$ cat src/rtl/uart_pkg.sv
// Shared constants and FSM encoding for the UART receive path.
package uart_pkg;

  localparam int unsigned PAR_NONE = 0;
  localparam int unsigned PAR_ODD  = 1;
  localparam int unsigned PAR_EVEN = 2;

  typedef enum logic [2:0] {
    StIdle,
    StStart,
    StData,
    StParity,
    StStop
  } rx_state_e;

endpackage

$ cat src/rtl/sync_fifo.sv
// Synchronous circular-buffer FIFO with a first-word-fall-through read side.
module sync_fifo #(
  parameter int unsigned WIDTH = 8,
  parameter int unsigned DEPTH = 16
) (
  input  logic                     clk,
  input  logic                     rst_n,
  input  logic                     push,
  input  logic [WIDTH-1:0]         wr_data,
  input  logic                     pop,
  output logic [WIDTH-1:0]         rd_data,
  output logic                     full,
  output logic                     empty,
  output logic [$clog2(DEPTH):0]   count
);

  localparam int unsigned PtrW = $clog2(DEPTH);
  localparam int unsigned CntW = PtrW + 1;

  logic [WIDTH-1:0] mem_q [DEPTH];
  logic [PtrW-1:0]  wr_ptr_q, rd_ptr_q;
  logic [CntW-1:0]  count_q;
  logic             do_push, do_pop;

  always_comb begin
    empty   = (count_q == '0);
    full    = (count_q == CntW'(DEPTH));
    do_pop  = pop & ~empty;
    // A full FIFO still accepts a write when the head leaves in the same cycle.
    do_push = push & (~full | do_pop);
    rd_data = empty ? '0 : mem_q[rd_ptr_q];
    count   = count_q;
  end

  always_ff @(posedge clk) begin
    if (!rst_n) begin
      wr_ptr_q <= '0;
      rd_ptr_q <= '0;
      count_q  <= '0;
    end else begin
      if (do_push) wr_ptr_q <= wr_ptr_q + PtrW'(1);
      if (do_pop)  rd_ptr_q <= rd_ptr_q + PtrW'(1);
      unique case ({do_push, do_pop})
        2'b10:   count_q <= count_q + CntW'(1);
        2'b01:   count_q <= count_q - CntW'(1);
        default: count_q <= count_q;
      endcase
    end
  end

  always_ff @(posedge clk) begin
    if (do_push) mem_q[wr_ptr_q] <= wr_data;
  end

endmodule

$ cat src/rtl/uart_rx_fifo.sv
// Parametrised UART receiver (data width, parity, stop bits) feeding an FWFT receive FIFO.
module uart_rx_fifo
  import uart_pkg::*;
#(
  parameter int unsigned CLKS_PER_BIT = 16,
  parameter int unsigned DATA_BITS    = 8,
  parameter int unsigned PARITY       = 0,
  parameter int unsigned STOP_BITS    = 1,
  parameter int unsigned FIFO_DEPTH   = 16
) (
  input  logic                          dev_clk,
  input  logic                          rst_n,
  input  logic                          rx,
  output logic [DATA_BITS-1:0]          m_data,
  output logic                          m_valid,
  input  logic                          m_ready,
  output logic [$clog2(FIFO_DEPTH):0]   fifo_count,
  output logic                          frame_err,
  output logic                          parity_err,
  output logic                          overflow,
  input  logic                          clr_err
);

  localparam int unsigned CntW = $clog2(CLKS_PER_BIT);
  localparam int unsigned BitW = $clog2(DATA_BITS);
  localparam logic [CntW-1:0] HalfM1   = CntW'(CLKS_PER_BIT / 2 - 1);
  localparam logic [CntW-1:0] FullM1   = CntW'(CLKS_PER_BIT - 1);
  localparam logic [BitW-1:0] LastData = BitW'(DATA_BITS - 1);
  localparam logic [BitW-1:0] LastStop = BitW'(STOP_BITS - 1);

  rx_state_e            state_q;
  logic                 rx_meta_q, rx_line_q, rx_prev_q;
  logic [CntW-1:0]      clk_cnt_q;
  logic [BitW-1:0]      bit_cnt_q;
  logic [DATA_BITS-1:0] shift_q;
  logic                 par_bad_q, frm_bad_q;

  logic start_edge, bit_tick, frame_done, stop_bad, good_frame, ovf_set, par_exp;
  logic fifo_full, fifo_empty;

  always_comb begin
    start_edge = rx_prev_q & ~rx_line_q;
    bit_tick   = (clk_cnt_q == FullM1);
    frame_done = (state_q == StStop) && bit_tick && (bit_cnt_q == LastStop);
    stop_bad   = frm_bad_q | ~rx_line_q;
    good_frame = frame_done & ~stop_bad & ~par_bad_q;
    m_valid    = ~fifo_empty;
    ovf_set    = good_frame & fifo_full & ~(m_valid & m_ready);
    par_exp    = (^shift_q) ^ (PARITY == PAR_ODD);
  end

  always_ff @(posedge dev_clk) begin
    if (!rst_n) begin
      rx_meta_q <= 1'b1;
      rx_line_q <= 1'b1;
      rx_prev_q <= 1'b1;
    end else begin
      rx_meta_q <= rx;
      rx_line_q <= rx_meta_q;
      rx_prev_q <= rx_line_q;
    end
  end

  always_ff @(posedge dev_clk) begin
    if (!rst_n) begin
      state_q   <= StIdle;
      clk_cnt_q <= '0;
      bit_cnt_q <= '0;
      shift_q   <= '0;
      par_bad_q <= 1'b0;
      frm_bad_q <= 1'b0;
    end else begin
      unique case (state_q)
        StIdle: begin
          clk_cnt_q <= '0;
          // The edge-detect cycle is the first cycle of the start bit.
          if (start_edge) begin
            state_q   <= StStart;
            clk_cnt_q <= CntW'(1);
          end
        end
        StStart: begin
          if (clk_cnt_q == HalfM1) begin
            clk_cnt_q <= '0;
            bit_cnt_q <= '0;
            par_bad_q <= 1'b0;
            frm_bad_q <= 1'b0;
            state_q   <= rx_line_q ? StIdle : StData;
          end else begin
            clk_cnt_q <= clk_cnt_q + CntW'(1);
          end
        end
        StData: begin
          if (bit_tick) begin
            clk_cnt_q <= '0;
            shift_q   <= {rx_line_q, shift_q[DATA_BITS-1:1]};
            if (bit_cnt_q == LastData) begin
              bit_cnt_q <= '0;
              state_q   <= (PARITY != PAR_NONE) ? StParity : StStop;
            end else begin
              bit_cnt_q <= bit_cnt_q + BitW'(1);
            end
          end else begin
            clk_cnt_q <= clk_cnt_q + CntW'(1);
          end
        end
        StParity: begin
          if (bit_tick) begin
            clk_cnt_q <= '0;
            par_bad_q <= (rx_line_q != par_exp);
            state_q   <= StStop;
          end else begin
            clk_cnt_q <= clk_cnt_q + CntW'(1);
          end
        end
        StStop: begin
          if (bit_tick) begin
            clk_cnt_q <= '0;
            if (!rx_line_q) frm_bad_q <= 1'b1;
            if (bit_cnt_q == LastStop) begin
              bit_cnt_q <= '0;
              state_q   <= StIdle;
            end else begin
              bit_cnt_q <= bit_cnt_q + BitW'(1);
            end
          end else begin
            clk_cnt_q <= clk_cnt_q + CntW'(1);
          end
        end
        default: state_q <= StIdle;
      endcase
    end
  end

  // Sticky flags: a set in the same cycle as clr_err wins.
  always_ff @(posedge dev_clk) begin
    if (!rst_n) begin
      frame_err  <= 1'b0;
      parity_err <= 1'b0;
      overflow   <= 1'b0;
    end else begin
      frame_err  <= (frame_err  & ~clr_err) | (frame_done & stop_bad);
      parity_err <= (parity_err & ~clr_err) | (frame_done & par_bad_q);
      overflow   <= (overflow   & ~clr_err) | ovf_set;
    end
  end

  sync_fifo #(
    .WIDTH (DATA_BITS),
    .DEPTH (FIFO_DEPTH)
  ) u_fifo (
    .clk     (dev_clk),
    .rst_n   (rst_n),
    .push    (good_frame),
    .wr_data (shift_q),
    .pop     (m_ready),
    .rd_data (m_data),
    .full    (fifo_full),
    .empty   (fifo_empty),
    .count   (fifo_count)
  );

endmodule

$ cat config.mk
export PLATFORM = sky130hd
export DESIGN_NAME = uart_rx_fifo
export DESIGN_NICKNAME = d
export VERILOG_FILES = /design/src/rtl/uart_pkg.sv /design/src/rtl/sync_fifo.sv /design/src/rtl/uart_rx_fifo.sv
export SDC_FILE = /design/constraint.sdc
export NUM_CORES = 1
export LEC_CHECK = 0
export CAP_MARGIN = 10
export CORE_UTILIZATION = 66
export CTS_CLUSTER_SIZE = 30
export DETAILED_ROUTE_END_ITERATION = 12
export PLACE_DENSITY = 0.84
export SYNTH_ARGS = -nofsm -noshare
export SYNTH_HDL_FRONTEND = slang
export SYNTH_SLANG_ARGS = --single-unit
$ cat constraint.sdc
create_clock -name dev_clk -period 7.15 [get_ports dev_clk]
set_input_delay 1.43 -clock dev_clk [delete_from_list [all_inputs] [get_ports dev_clk]]
set_output_delay 1.43 -clock dev_clk [all_outputs]
set_load 0.005 [all_outputs]
# Word-level counts from Yosys, hierarchy flattened
# Memory sizes are Yosys's and may differ from the RTL's. A register that Yosys moved wholly into a read port is not among the register bits.
# Index checks and enable logic that the tools add are counted.
[word_totals]
reg_bits = 39
latch_bits = 0
mem_bits_rw = 128
mem_bits_ro = 0
in_bits = 5
out_inout_bits = 17
wordCells = 113
n_memories = 1
[mem_list]
columns = ["memory", "depth", "width", "read_ports", "rd_ports_with_merged_regs", "wr", "line_no", "text"]
rows = [
  ["u_fifo.mem_q", 16, 8, 1, 1, 1, "sync_fifo.sv:20", "logic [WIDTH-1:0] mem_q [DEPTH];"],
]
[op_classes]
n_addsub = 6
multipliers = 0
div = 0
order_cmp = 0
eq_ne = 19
shift = 0
mux = 31
n_bitwise = 24
n_reduce_logical = 17
[op_table]
columns = ["cell", "count"]
rows = [
  ["3-bit 2-to-1 mux", 12],
  ["4-bit 2-to-1 mux", 4],
  ["3-bit case mux with 5 select lines", 1],
  ["2-bit != test (second input constant)", 7],
  ["4-bit by 1-bit adder with 4-bit output (second input constant)", 3],
  ["1-bit AND", 12],
  ["4-bit case mux with 3 select lines", 1],
  ["5-bit case mux with 2 select lines", 1],
  ["3-bit case mux with 3 select lines", 1],
  ["8-bit 2-to-1 mux", 1],
  ["4-bit AND reduction", 2],
  ["8-bit parity", 1],
  ["1-bit 2-to-1 mux", 7],
  ["1-bit NOT", 7],
  ["7-bit AND reduction", 1],
  ["3-bit by 2-bit == test with 1-bit output (second input constant)", 2],
  ["3-bit == test (second input constant)", 2],
  ["3-bit logical NOT", 2],
  ["2-bit nonzero test", 3],
  ["3-bit nonzero test", 2],
  ["5-bit by 1-bit adder with 5-bit output (second input constant)", 1],
  ["5-bit == test (second input constant)", 1],
  ["5-bit logical NOT", 1],
  ["1-bit OR", 5],
  ["15 further kinds", 17],
]

# Depth between registers and ports, before layout
# Gate-level depths: netlist (run 1).
[logic_depth]
word_depth = 8
ltp_mapped = 16
ltp_nobuf = 14

# Modules after synthesis
# Synthesis (run 1) repeated with hierarchy kept, for this count alone.
[hier_totals]
cells_unflattened = 484
area_unflattened_um2 = 7408.4
[by_module_without_submodules]
columns = ["mod", "n_inst", "cells_each", "area_each_um2"]
rows = [
  ["sync_fifo", 1, 330, 5995.8],
  ["uart_rx_fifo", 1, 154, 1412.6],
]

# Worst setup path after synthesis (run 1)
# No wires, ideal clock.
[synth_path]
kind = "input-to-reg"
startpoint = "in m_ready"
endpoint = "reg u_fifo.count_q[4] (netlist: u_fifo.count[4])"
arrival_time_ns = 3.400
slack_ns = 3.663
stages = 14
n_path_buf = 2
path_cell_list = "inv_1 > nand3_1 > and2_1 > buf_4 > inv_1 > ha_1 > clkbuf_1 > xor2_1 > ha_1 > a21oi_1 > o22ai_1 > a222oi_1 > o211ai_1 > o31ai_1"
[synth_between]
elab_chain_len = 5
[synth_lines]
columns = ["element", "line_no", "text"]
rows = [
  ["start: declaration", "uart_rx_fifo.sv:16", "input logic m_ready,"],
  ["1-bit AND *", "sync_fifo.sv:28", "do_pop = pop & ~empty;"],
  ["1-bit OR", "sync_fifo.sv:30", "do_push = push & (~full | do_pop);"],
  ["1-bit AND", "sync_fifo.sv:30", ""],
  ["2-bit by 1-bit == test with 1-bit output or 2-bit == test (tied branches)", "sync_fifo.sv:43", "unique case ({do_push, do_pop})"],
  ["5-bit case mux with 2 select lines or 2-bit nonzero test (tied branches)", "--", ""],
  ["end signal: assignment", "sync_fifo.sv:44", "2'b10: count_q <= count_q + CntW'(1);"],
  ["end signal: assignment", "sync_fifo.sv:45", "2'b01: count_q <= count_q - CntW'(1);"],
  ["end signal: assignment", "sync_fifo.sv:46", "default: count_q <= count_q;"],
  ["end: declaration", "sync_fifo.sv:22", "logic [CntW-1:0] count_q;"],
]
# Mark *: on every way between the ends. The rest lies on a longest branch, timed or not.
# A chain may end at the register's enable or synchronous reset.

==> results.sh, run 1 <==
export IMPL_synth_simple_area_share_pct=9.069
export IMPL_maxCapViolations=0
export IMPL_syn_nets=467
export IMPL_finalWorstPathRequiredPeriod_ns=4.858
export IMPL_post_cts_buffers=0
export IMPL_drt_wl_total_um=15500
export IMPL_slew_violations=0
export IMPL_ios=22
export IMPL_grt_first_pass_wirelength_um=23720
export IMPL_place_gp_congestion=0.7504
export IMPL_fin_util_pct=77.18
export IMPL_portBuffers=21
export IMPL_area_growth_pct=11.91
export IMPL_num_vias=4073
export IMPL_clk_insertion_delay_late_ns=0.53
export IMPL_synth_top_family_by_area="multiplexers"
export IMPL_synth_edf_count=128
export IMPL_finalWorstSetupSlack_ns=2.292
export IMPL_die_h_um=106.6
export IMPL_fmax_mhz=205.9
export IMPL_grt_ovfl_total=0
export IMPL_final_cell_mix="edfxtp_1, dfxtp_1, nor2_1"
export IMPL_numCtsBuffers=17
export IMPL_yosysWarnings=0
export IMPL_holdCritPathClass="flip-flop to flip-flop"
export IMPL_cp_data_arrival_time_ns=3.43
export IMPL_ys_ff_latch=171
export IMPL_ir_worst_vdd_v=0.0002185
export IMPL_fin_crit_sh_pct=67.94
export IMPL_synth_cells=450
export IMPL_syn_area_per_cell_um2=16.03
export IMPL_clockBufferDepth=2
export IMPL_cp_max_fo=32
export IMPL_diodes=0
export IMPL_drc=0
export IMPL_grt_total_usage_pct=29.75
export IMPL_cts_sinks=171
export IMPL_clock_skew_final_ns=0.008796
export IMPL_drtAntennaViolNets=0
export IMPL_design_core_area_um2=10460
export IMPL_layout_commonest_cell="edfxtp_1"
export IMPL_async_reset_ff_share_pct=0
export IMPL_drt_iter0_drc=458
export IMPL_cts_root_buffer="clkbuf_8"
export IMPL_synth_xor_area_share_pct=2.254
export IMPL_grt_max_degree=33
export IMPL_pre_cts_ws_ns=2.843
export IMPL_path_clk_slew_ns=0.07
export IMPL_dieArea_um2=11360
export IMPL_synth_cell_types=55
export IMPL_p_per_area_nw_per_um2=244.3
export IMPL_seq_area_frac_synth_pct=65.20
export IMPL_yosys_mux_area_fraction_pct=15.47
export IMPL_first_global_vias=4041
export IMPL_fin_nets=483
export IMPL_post_drt_wl_per_cell_um=25.20
export IMPL_synthFlopType="edfxtp_1"
export IMPL_critPathLaunchType="flip-flop"
export IMPL_worstHoldStart="rx_meta_q"
export IMPL_cts_hold_buf=0
export IMPL_cts_resized=0
export IMPL_setup_violations=0
export IMPL_drt_pass1_iterations=5
export IMPL_max_slew_margin_pct=28.89
export IMPL_rows=37
export IMPL_power_total_w=0.001972
export IMPL_leakage_nw=2.698
export IMPL_holdWs_ns=0.4104
export IMPL_synth_compound_area_share_pct=3.364
export IMPL_synthAdderAreaFrac_pct=2.081
export IMPL_initial_core_util_pct=68.97
export IMPL_critical_path_class="flip-flop to output pin"
export IMPL_drive_gt1_share_pct=13.99
export IMPL_fp_dieW_um=106.6
export IMPL_tritoncts="done"
export IMPL_r2r_start="state_q[2]"
export IMPL_syn_area_um2=7216
export IMPL_endpoint_kind="output pin"
export IMPL_worstPathRequired_ns=5.72
export IMPL_status="finished, final reports clean"
export IMPL_antenna_found_initial=0
export IMPL_setup_tns_ns=0
export IMPL_post_dp_hpwl_um=8828
export IMPL_worstMarginPinSlew_ns=1.063
export IMPL_h_tree_depth=4
export IMPL_rsz0062_at_grt="false"
export IMPL_finalHoldViolCount=0
export IMPL_viasPerCell=6.623
Yosys cell counts, drive strengths merged, types with 2 or more instances:
| library cell | number | area [um2] |
|---|---|---|
| edfxtp | 128 | 3844 |
| dfxtp | 43 | 860.8 |
| mux4 | 40 | 964.7 |
| nor2 | 40 | 152.6 |
| nand2 | 15 | 63.81 |
| clkbuf | 14 | 52.55 |
| mux2i | 14 | 140.1 |
| and2 | 13 | 83.83 |
| ha | 12 | 150.1 |
| nand2b | 12 | 75.07 |
| buf | 11 | 95.09 |
| a21oi | 10 | 50.05 |
| inv | 10 | 37.53 |
| nor3 | 10 | 50.05 |
| nand3 | 8 | 40.04 |
| nor2b | 8 | 50.05 |
| o21a | 8 | 60.06 |
| xnor2 | 8 | 70.07 |
| xor2 | 8 | 70.07 |
| o21ai | 5 | 25.02 |
| nor4 | 4 | 31.28 |
| nor4b | 4 | 35.03 |
| a21boi | 2 | 15.02 |
| a31oi | 2 | 12.51 |
| nand4 | 2 | 12.51 |
| or3 | 2 | 12.51 |
critical path, stage by stage, from the launching register on:
cell	delay [ns]
dfxtp_2	1.04
mux4_1	0.72
mux4_2	0.51
and2_1	0.18
clkdlybuf4s50_1	0.45
power breakdown:
part           internal (W)  total (W)  switching (W)  leakage (nW)
registers           0.00105    0.00105     0.00000148          1.53
logic            0.00000514  0.0000121     0.00000696         0.868
clock network      0.000530   0.000906       0.000376         0.297
total               0.00159    0.00197       0.000384          2.70
flip-flops by register name, summed over array words and instances (netlist names), 3 cells and up, named ones only:
name / cells
u_fifo.rd_ptr_q: 4
clk_cnt_q: 4
u_fifo.mem_q: 128
u_fifo.count: 5
shift_q: 8
bit_cnt_q: 3
state_q: 3
u_fifo.wr_ptr_q: 4
path summary, 6_finish.rpt:
path	slack, ns	depth (start not counted)	endpoint
setup reg to reg	3.48	12	u_fifo.count[4]
hold reg to reg	0.41	1	rx_line_q
setup / recovery	2.29	4	m_data[5]
hold / removal	0.41	1	rx_line_q
logic make-up (layout without fill, tap and decap cells):
kind of cell / Yosys count / in the layout
mux: 55 / 55
simple gates: 124 / 124
buf+inv: 35 / 64
flops: 171 / 171
fa+ha+maj: 12 / 12
compound gates: 36 / 36
xor+xnor: 17 / 17
metal layers:
layer | wire (um) | track usage (%)
met4 | 297 | 11.55
met3 | 1181 | 5.702
met5 | 0 | 0
met2 | 8156 | 48.89
met1 | 5862 | 39.61
area by class of cell:
| cell class | instances | area [um2] |
|---|---|---|
| Inverter | 10 | 37.54 |
| Clock inverter | 6 | 46.29 |
| Sequential cell | 171 | 4706 |
| Tap cell | 136 | 170.2 |
| Clock buffer | 26 | 551.8 |
| Timing Repair Buffer | 22 | 217.7 |
| Fill cell | 545 | 2387 |
| Multi-Input combinational cell | 244 | 2346 |
through the flow:
step / cell area (um2) / cells
after CTS: 8075 / 615
final: 8075 / 615
after detailed placement: 7477 / 583
after global placement: 7477 / 583
after floorplan: 7216 / 450
after global routing: 8075 / 615
Note: power is estimated with default switching activity, not from simulation.
==> inputs of run 2 (changes only) <==
Settings changed: CORE_UTILIZATION 66 to 55, PLACE_DENSITY 0.84 to 0.74.
Clock period 7.15 ns to 3.9 ns, I/O delays scaled along.
==> run 2 against run 1 <==
  * Wire length decreased by 20%
  * First-iteration DRC count fell by 47%
  * Critical path type unchanged
  * Worst hold slack gained 0.00086 ns
  * Count of clock-buffer cells in the layout shrank 9
  * Clock power up 79%
  * Largest power group unchanged
  * Critical endpoint is now m_data[3]
  * Die area grew 20%
  * Setup slack got worse by 2.1 ns
  * Sequential share of layout area fell by 0.40 points
  * Sequential power increased by 84%
  * Largest cell class unchanged
  * Non-clock buffer count rose by 6
  * Global-route usage down 9.4 points
  * Via count decreased by 9.3%
  * Highest routed layer unchanged
==> results.sh, run 2 (same netlist as run 1, synthesis figures left out) <==
export IMPL_status="finished, final reports clean"
export IMPL_drt_wl_total_um=12470
export IMPL_p_per_area_nw_per_um2=439.5
export IMPL_place_gp_congestion=0.7496
export IMPL_grt_total_usage_pct=20.36
export IMPL_fin_crit_sh_pct=95.53
export IMPL_clk_insertion_delay_late_ns=0.43
export IMPL_path_clk_slew_ns=0.06
export IMPL_rows=41
export IMPL_max_slew_margin_pct=43.24
export IMPL_clock_skew_final_ns=0.008301
export IMPL_fin_area_um2=8132
export IMPL_maxCapViolations=0
export IMPL_endpoint_kind="output pin"
export IMPL_critical_path_buf_inv_count=2
export IMPL_placed_area_um2=7560
export IMPL_finalWorstSetupSlack_ns=0.1742
export IMPL_post_cts_buffers=0
export IMPL_cts_sinks=171
export IMPL_critPathLaunchType="flip-flop"
export IMPL_fmax_mhz=268.4
export IMPL_max_flop_register="u_fifo.mem_q"
export IMPL_holdCritPathClass="flip-flop to flip-flop"
export IMPL_cts_root_buffer="clkbuf_16"
export IMPL_fin_nets=489
export IMPL_worstPathCellList="buf_12 -> mux4_1 -> mux4_2 -> and2_1 -> clkdlybuf4s50_1"
export IMPL_fill_cells=926
export IMPL_viasPerCell=5.630
export IMPL_cp_slowest_stage_delay_ns=0.62
export IMPL_worstPathRequired_ns=3.12
export IMPL_layout_commonest_cell="edfxtp_1"
export IMPL_critPathTopFamily="multiplexers"
export IMPL_worstHoldStart="rx_meta_q"
export IMPL_dieArea_um2=13580
export IMPL_worstMarginPinSlew_ns=0.8482
export IMPL_critical_path_class="flip-flop to output pin"
export IMPL_pre_cts_ws_ns=0.3315
export IMPL_r2r_start="state_q[2]"
export IMPL_drt_pass1_iterations=4
export IMPL_cp_max_fo=23
export IMPL_finalWorstPathRequiredPeriod_ns=3.726
export IMPL_final_cell_mix="edfxtp_1, dfxtp_1, nor2_1"
export IMPL_cts_resized=0
export IMPL_setup_tns_ns=0
export IMPL_grt_first_pass_wirelength_um=19510
export IMPL_drive_gt1_share_pct=14.05
export IMPL_largest_reg_flops=128
export IMPL_num_vias=3693
export IMPL_portBuffers=21
export IMPL_diodes=0
export IMPL_initial_core_util_pct=56.72
export IMPL_area_growth_pct=12.69
export IMPL_die_h_um=116.5
export IMPL_grt_max_degree=33
export IMPL_drt_iter0_drc=242
export IMPL_fp_dieW_um=116.5
export IMPL_leakage_nw=2.701
export IMPL_numCtsBuffers=17
export IMPL_finalHoldViolCount=0
export IMPL_ios=22
export IMPL_h_tree_depth=4
export IMPL_ir_worst_vdd_v=0.0003049
export IMPL_post_dp_hpwl_um=8282
export IMPL_cts_hold_buf=0
export IMPL_slew_violations=0
export IMPL_setup_violations=0
export IMPL_post_drt_wl_per_cell_um=19.01
export IMPL_grt_ovfl_total=0
export IMPL_rsz0062_at_grt="false"
export IMPL_clockBufferDepth=2
export IMPL_tritoncts="done"
export IMPL_first_global_vias=3539
export IMPL_design_core_area_um2=12720
export IMPL_drtAntennaViolNets=0
export IMPL_antenna_found_initial=0
export IMPL_drc=0
export IMPL_crit_slowest_cell="mux4_1"
export IMPL_cp_data_arrival_time_ns=2.95
## run 2: changes by cell type in the layout (fill, tap and decap cells not counted), moves of 2 or more
cell | before | now
inv_6 | 0 | 2
nor3_1 | 6 | 10
buf_4 | 1 | 6
clkbuf_1 | 2 | 0
clkbuf_16 | 19 | 17
bufinv_16 | 0 | 2
clkinv_2 | 1 | 3
clkinv_1 | 0 | 2
clkbuf_8 | 5 | 0
nor3_2 | 4 | 0
## run 2: metrics by stage
| step | util, % | hold slack, ns | power (W) | cells |
|---|---|---|---|---|
| after global routing | 63.92 | 0.4182 | 0.003679 | 656 |
| after floorplan | - | 0.3863 | 0.001986 | 450 |
| after detailed placement | 59.42 | 0.3993 | 0.001995 | 625 |
| after CTS | 63.92 | 0.4151 | 0.003604 | 656 |
| after global placement | 59.42 | 0.3890 | 0.001995 | 625 |
| final | 63.92 | 0.4112 | 0.003574 | 656 |
## run 2: final cells by class
class	count	area [um2]	area share (%)
Clock buffer	17	425.4	5.232
Clock inverter	14	146.4	1.800
Sequential cell	171	4706	57.87
Tap cell	172	215.2	2.647
Timing Repair Buffer	28	275.3	3.385
Inverter	10	37.54	0.4616
Multi-Input combinational cell	244	2326	28.60
## run 2: metal layers
layer  GRT usage [%]  part of all wire (%)  vias to the layer above
li1                -                     -                     1777
met1           26.95                    43                     1825
met2           31.95                    50                       76
met3           6.591                   5.1                       15
met4           7.089                   1.3                        0
met5               0                     0                        -
## run 2: power breakdown
part	leakage, nW	internal, W	switching, W
logic	0.884	0.00000940	0.0000126
registers	1.53	0.00193	0.00000271
clock network	0.284	0.000941	0.000677
## run 2: worst paths after layout
| check | end | slack [ns] | cells after the start |
|---|---|---|---|
| worst max-delay path | m_data[3] | 0.17 | 5 |
| worst min-delay path | rx_line_q | 0.41 | 1 |
| worst max register to register | u_fifo.count[4] | 0.38 | 12 |
| worst min register to register | rx_line_q | 0.41 | 1 |
==> inputs of run 3 (changes only) <==
Settings changed: CORE_ASPECT_RATIO from default to 0.8.
==> run 3 against run 2 <==
  * Clock power rose by 2%
  * Worst hold slack improved by 0.0060 ns
  * Sequential cell count stayed put
  * Sequential power is essentially flat
  * Largest power group unchanged
  * Sequential share of layout area fell by 0.42 points
  * Highest routed layer unchanged
==> results.sh, run 3 (same netlist as run 1, synthesis figures left out) <==
export IMPL_largest_reg_flops=128
export IMPL_numCtsBuffers=17
export IMPL_fin_crit_sh_pct=91.18
export IMPL_drt_wl_total_um=12990
export IMPL_ios=22
export IMPL_path_clk_slew_ns=0.07
export IMPL_status="finished, final reports clean"
export IMPL_endpoint_kind="output pin"
export IMPL_final_cell_mix="edfxtp_1, dfxtp_1, nor2_1"
export IMPL_portBuffers=21
export IMPL_grt_ovfl_total=0
export IMPL_grt_total_usage_pct=20.87
export IMPL_fill_cells=913
export IMPL_cts_root_buffer="clkbuf_16"
export IMPL_cts_hold_buf=0
export IMPL_finalHoldViolCount=0
export IMPL_pwr_share_seq_pct=53.4
export IMPL_worstMarginPinSlew_ns=0.9614
export IMPL_layout_commonest_cell="edfxtp_1"
export IMPL_rsz0062_at_grt="false"
export IMPL_clk_insertion_delay_late_ns=0.42
export IMPL_fin_nets=492
export IMPL_r2r_start="state_q[2]"
export IMPL_viasPerCell=5.789
export IMPL_pwr_share_clk_pct=45.9
export IMPL_maxCapViolations=0
export IMPL_diodes=0
export IMPL_worstHoldStart="rx_meta_q"
export IMPL_setup_violations=0
export IMPL_fp_dieW_um=130.1
export IMPL_die_h_um=104.4
export IMPL_p_per_area_nw_per_um2=441.4
export IMPL_h_tree_depth=4
export IMPL_place_gp_congestion=0.7934
export IMPL_grt_first_pass_wirelength_um=20330
export IMPL_cts_resized=0
export IMPL_num_vias=3838
export IMPL_drive_gt1_share_pct=15.16
export IMPL_drc=0
export IMPL_seq_area_um2=4706
export IMPL_critical_path_class="flip-flop to output pin"
export IMPL_cp_data_arrival_time_ns=2.78
export IMPL_tritoncts="done"
export IMPL_area_growth_pct=13.53
export IMPL_design_core_area_um2=12820
export IMPL_switching_power_w=0.0007649
export IMPL_critPathLaunchType="flip-flop"
export IMPL_setup_tns_ns=0
export IMPL_power_total_w=0.003615
export IMPL_clock_skew_final_ns=0.008938
export IMPL_drt_pass1_iterations=5
export IMPL_worstPathRequired_ns=3.12
export IMPL_p_comb_share_pct=0.6
export IMPL_drtAntennaViolNets=0
export IMPL_post_drt_wl_per_cell_um=19.60
export IMPL_finalWorstPathRequiredPeriod_ns=3.556
export IMPL_cp_max_fo=32
export IMPL_antenna_found_initial=0
export IMPL_dieArea_um2=13580
export IMPL_slew_violations=0
export IMPL_sw_frac_of_total_pct=21.16
export IMPL_ir_worst_vdd_v=0.0003418
export IMPL_holdCritPathClass="flip-flop to flip-flop"
export IMPL_cts_sinks=171
export IMPL_first_global_vias=3710
export IMPL_drt_iter0_drc=212
export IMPL_fmax_mhz=281.2
export IMPL_leakage_nw=2.732
export IMPL_multiInputGateArea_um2=2326
export IMPL_post_cts_buffers=0
export IMPL_grt_max_degree=33
export IMPL_clockBufferDepth=2
export IMPL_max_slew_margin_pct=35.67
export IMPL_p_int_w=0.002851
export IMPL_initial_core_util_pct=56.27
export IMPL_rows=37
export IMPL_max_flop_register="u_fifo.mem_q"
export IMPL_post_dp_hpwl_um=8261
==> run 3: cell count changes in the layout (fill, tap and decap cells not counted) <==
cell and change:
clkinv_8 +2, inv_6 +1, clkbuf_16 +1, clkbuf_8 +1, clkinv_4 -1, inv_8 +4
bufinv_16 -2, clkinv_2 -3, clkinv_1 -2, buf_4 +3
==> run 3: worst paths after layout <==
kind | to | slack [ns] | cells past startpoint
setup / recovery | m_data[3] | 0.34 | 5
hold / removal | rx_line_q | 0.42 | 1
setup reg to reg | u_fifo.count[4] | 0.37 | 12
hold reg to reg | rx_line_q | 0.42 | 1
==> run 3: through the flow <==
stage / utilization (%) / worst slack [ns] / hold slack, ns / std cells / cell area, um2
6_report: 63.88 / 0.3441 / 0.4172 / 663 / 8192
5_1_grt: 63.88 / 0.1036 / 0.4195 / 663 / 8192
4_1_cts: 63.88 / 0.3025 / 0.4136 / 663 / 8192
3_5_place_dp: 59.16 / 0.3114 / 0.3981 / 631 / 7586
3_3_place_gp: 59.16 / 0.5318 / 0.3949 / 631 / 7586
2_1_floorplan: - / 0.9394 / 0.3863 / 450 / 7216
==> run 3: critical path, stage by stage (launching register included) <==
cell and delay (ns):
dfxtp_2 0.34, buf_12 0.24, mux4_1 0.65, mux4_2 0.47
and2_1 0.17, clkdlybuf4s50_1 0.45
==> run 3: cell type report <==
cell class | instances | share of cell area [%]
sequential | 171 | 57.45
inverter | 10 | 0.4582
tap | 175 | 2.673
multi-input combinational | 244 | 28.39
timing repair buffer | 31 | 3.635
clock buffer | 19 | 5.667
clock inverter | 13 | 1.726
==> run 3: routing by layer <==
layer	routed length, um	track usage, %	part of all wire (%)
met2	6240	32.29	48
met4	163	7.558	1.3
met5	0	0	0
met3	652	4.167	5.0
met1	5937	29.40	46
==> run 3: power groups by stage <==
stage | logic (W) | registers, W | clock network [W]
after floorplan | 0.0000157 | 0.00197 | 0
after global placement | 0.0000217 | 0.00197 | 0
after detailed placement | 0.0000225 | 0.00197 | 0
after CTS | 0.0000225 | 0.00193 | 0.00169
after global routing | 0.0000247 | 0.00193 | 0.00175
final | 0.0000223 | 0.00193 | 0.00166
==> RTL edit (settings of run 3) <==
Reset style: asynchronous (`rst_n`), changed in 4 clocked blocks.
--- a/src/rtl/sync_fifo.sv
+++ b/src/rtl/sync_fifo.sv
@@ -32,7 +32,7 @@
     count   = count_q;
   end
 
-  always_ff @(posedge clk) begin
+  always_ff @(posedge clk or negedge rst_n) begin
     if (!rst_n) begin
       wr_ptr_q <= '0;
       rd_ptr_q <= '0;
--- a/src/rtl/uart_rx_fifo.sv
+++ b/src/rtl/uart_rx_fifo.sv
@@ -49,7 +49,7 @@
     par_exp    = (^shift_q) ^ (PARITY == PAR_ODD);
   end
 
-  always_ff @(posedge dev_clk) begin
+  always_ff @(posedge dev_clk or negedge rst_n) begin
     if (!rst_n) begin
       rx_meta_q <= 1'b1;
       rx_line_q <= 1'b1;
@@ -61,7 +61,7 @@
     end
   end
 
-  always_ff @(posedge dev_clk) begin
+  always_ff @(posedge dev_clk or negedge rst_n) begin
     if (!rst_n) begin
       state_q   <= StIdle;
       clk_cnt_q <= '0;
@@ -133,7 +133,7 @@
   end
 
   // Sticky flags: a set in the same cycle as clr_err wins.
-  always_ff @(posedge dev_clk) begin
+  always_ff @(posedge dev_clk or negedge rst_n) begin
     if (!rst_n) begin
       frame_err  <= 1'b0;
       parity_err <= 1'b0;
Formal check against the unedited RTL: no difference found for any inputs over 10 cycles, from zero or initial values and one cycle with rst_n low; that may be too few to reach the edited logic, so the function may still have changed.
==> RTL edit against run 3 <==
- setup slack got worse by 0.060 ns
- critical path depth did not move
- global-route usage rose by 1.7 points
- final cell count fell by 3.2%
- die area fell by 0.17%
- sequential cell count fell by 4
- critical path type unchanged
- highest routed layer unchanged
- cell area barely moved
- area after synthesis fell by 0.17%
- sequential share of layout area rose by 1.4 points
- count of clock-buffer cells in the layout rose by 1
- routed wire length rose by 6.3%
Power is not compared: it rests on default switching activity, and its combinational part moved more than twofold at a synthesized area within 25%.
==> RTL edit: results (changes against run 3) <==
DR iter-0 viols=335 (was 212); xor/xnor share of the synthesized area=0.0231 (was 0.0225); post-synthesis mux area share=0.145 (was 0.155); gpl congestion=0.804 (was 0.793); DRT Pass-1 Iters=4 (was 5); placed cell count=610 (was 631); fraction of layout cells with a size suffix above 1=0.221 (was 0.152); GRT Total Usage=0.226 (was 0.209); placed inst area=7580 µm² (was 7590 µm²); Slew headroom=0.375 (was 0.357); Synth top cells by count=edfxtp_1, mux4_2, dfrtp_1 (was edfxtp_1, dfxtp_1, nor2_1); CP Max Fanout=20 (was 32); Post-Place Worst Slack=0.694 ns (was 0.311 ns); wire length per cell=21.5 µm (was 19.6 µm); ys async rst share=0.234 (was 0); sequential area share after synthesis=0.670 (was 0.652); largest net degree at the start of global routing=40 (was 33); vias in the first global route=3778 (was 3710); Synth cell types=52 (was 55); status=completed (unchanged); Detailed Place HPWL=8530 µm (was 8260 µm); top cells by area, synth=edfxtp_1, dfrtp_1, mux4_2, xnor2_1, ha_1 (was edfxtp_1, dfxtp_1, mux4_2, mux4_1, ha_1); global-route wire length before repair=21500 µm (was 20300 µm); antenna violations before repair=0 (unchanged); non-filler cells, final=642 (was 663); Synth Area in Adders=0.0191 (was 0.0208); Compound-Gate Fraction of Synth Area=0.0386 (was 0.0336); Clock Skews=0.00882 ns (was 0.00894 ns); Post-Syn Nets=443 (was 467); Syn Area/Cell=16.9 µm² (was 16.0 µm²)
==> RTL edit: cells by family (layout without fill, tap and decap cells) <==
kind of cell,count (synthesis),after routing
and+or+nand+nor,93,93
AOI/OAI and AO/OA,42,42
buffers and inverters,42,82
adders and majority gates,11,11
muxes,53,53
DFF,167,167
xor gates and xnor gates,19,19
==> RTL edit: worst paths after layout <==
kind	startpoint	to	slack, ns	depth (start not counted)
setup reg to reg	state_q[2]	u_fifo.mem_q[10][4]	0.86	5
hold reg to reg	rx_meta_q	rx_line_q	0.37	0
setup / recovery	u_fifo.rd_ptr_q[0]	m_data[6]	0.28	5
hold / removal	rx_meta_q	rx_line_q	0.37	0
max in group asynchronous	rst_n	u_fifo.rd_ptr_q[0]	2.76	1
min in group asynchronous	rst_n	u_fifo.rd_ptr_q[1]	0.49	1
==> RTL edit: power by group <==
group	switching, mW	internal, mW	leakage [nW]
Clock	0.681	1.05	0.302
Combinational	0.111	0.0903	0.810
Sequential	0.0706	1.92	1.69
Total	0.863	3.06	2.81
==> RTL edit: critical path: stages (launching register included) <==
cell	delay, ns
dfrtp_2	0.36
buf_4	0.36
mux4_2	0.60
mux4_2	0.47
nor2b_1	0.16
clkdlybuf4s50_1	0.45
==> RTL edit: area by class of cell <==
cell class	instances	area [µm²]	area share
flip-flops and latches	167	4820	0.589
multi-input cells	218	2170	0.265
clock buffers	20	457	0.0557
repair buffers	33	295	0.0360
well taps	175	219	0.0267
clock inverters	12	164	0.0200
inverters	17	63.8	0.00778
==> RTL edit: routing by layer <==
metal  vias to the layer above  track usage  share of wire
met2                       120        0.343           0.50
li1                       1706            -              -
met4                         0       0.0880          0.021
met3                        22       0.0653          0.051
met1                      1988        0.309           0.43
met5                         -            0              0
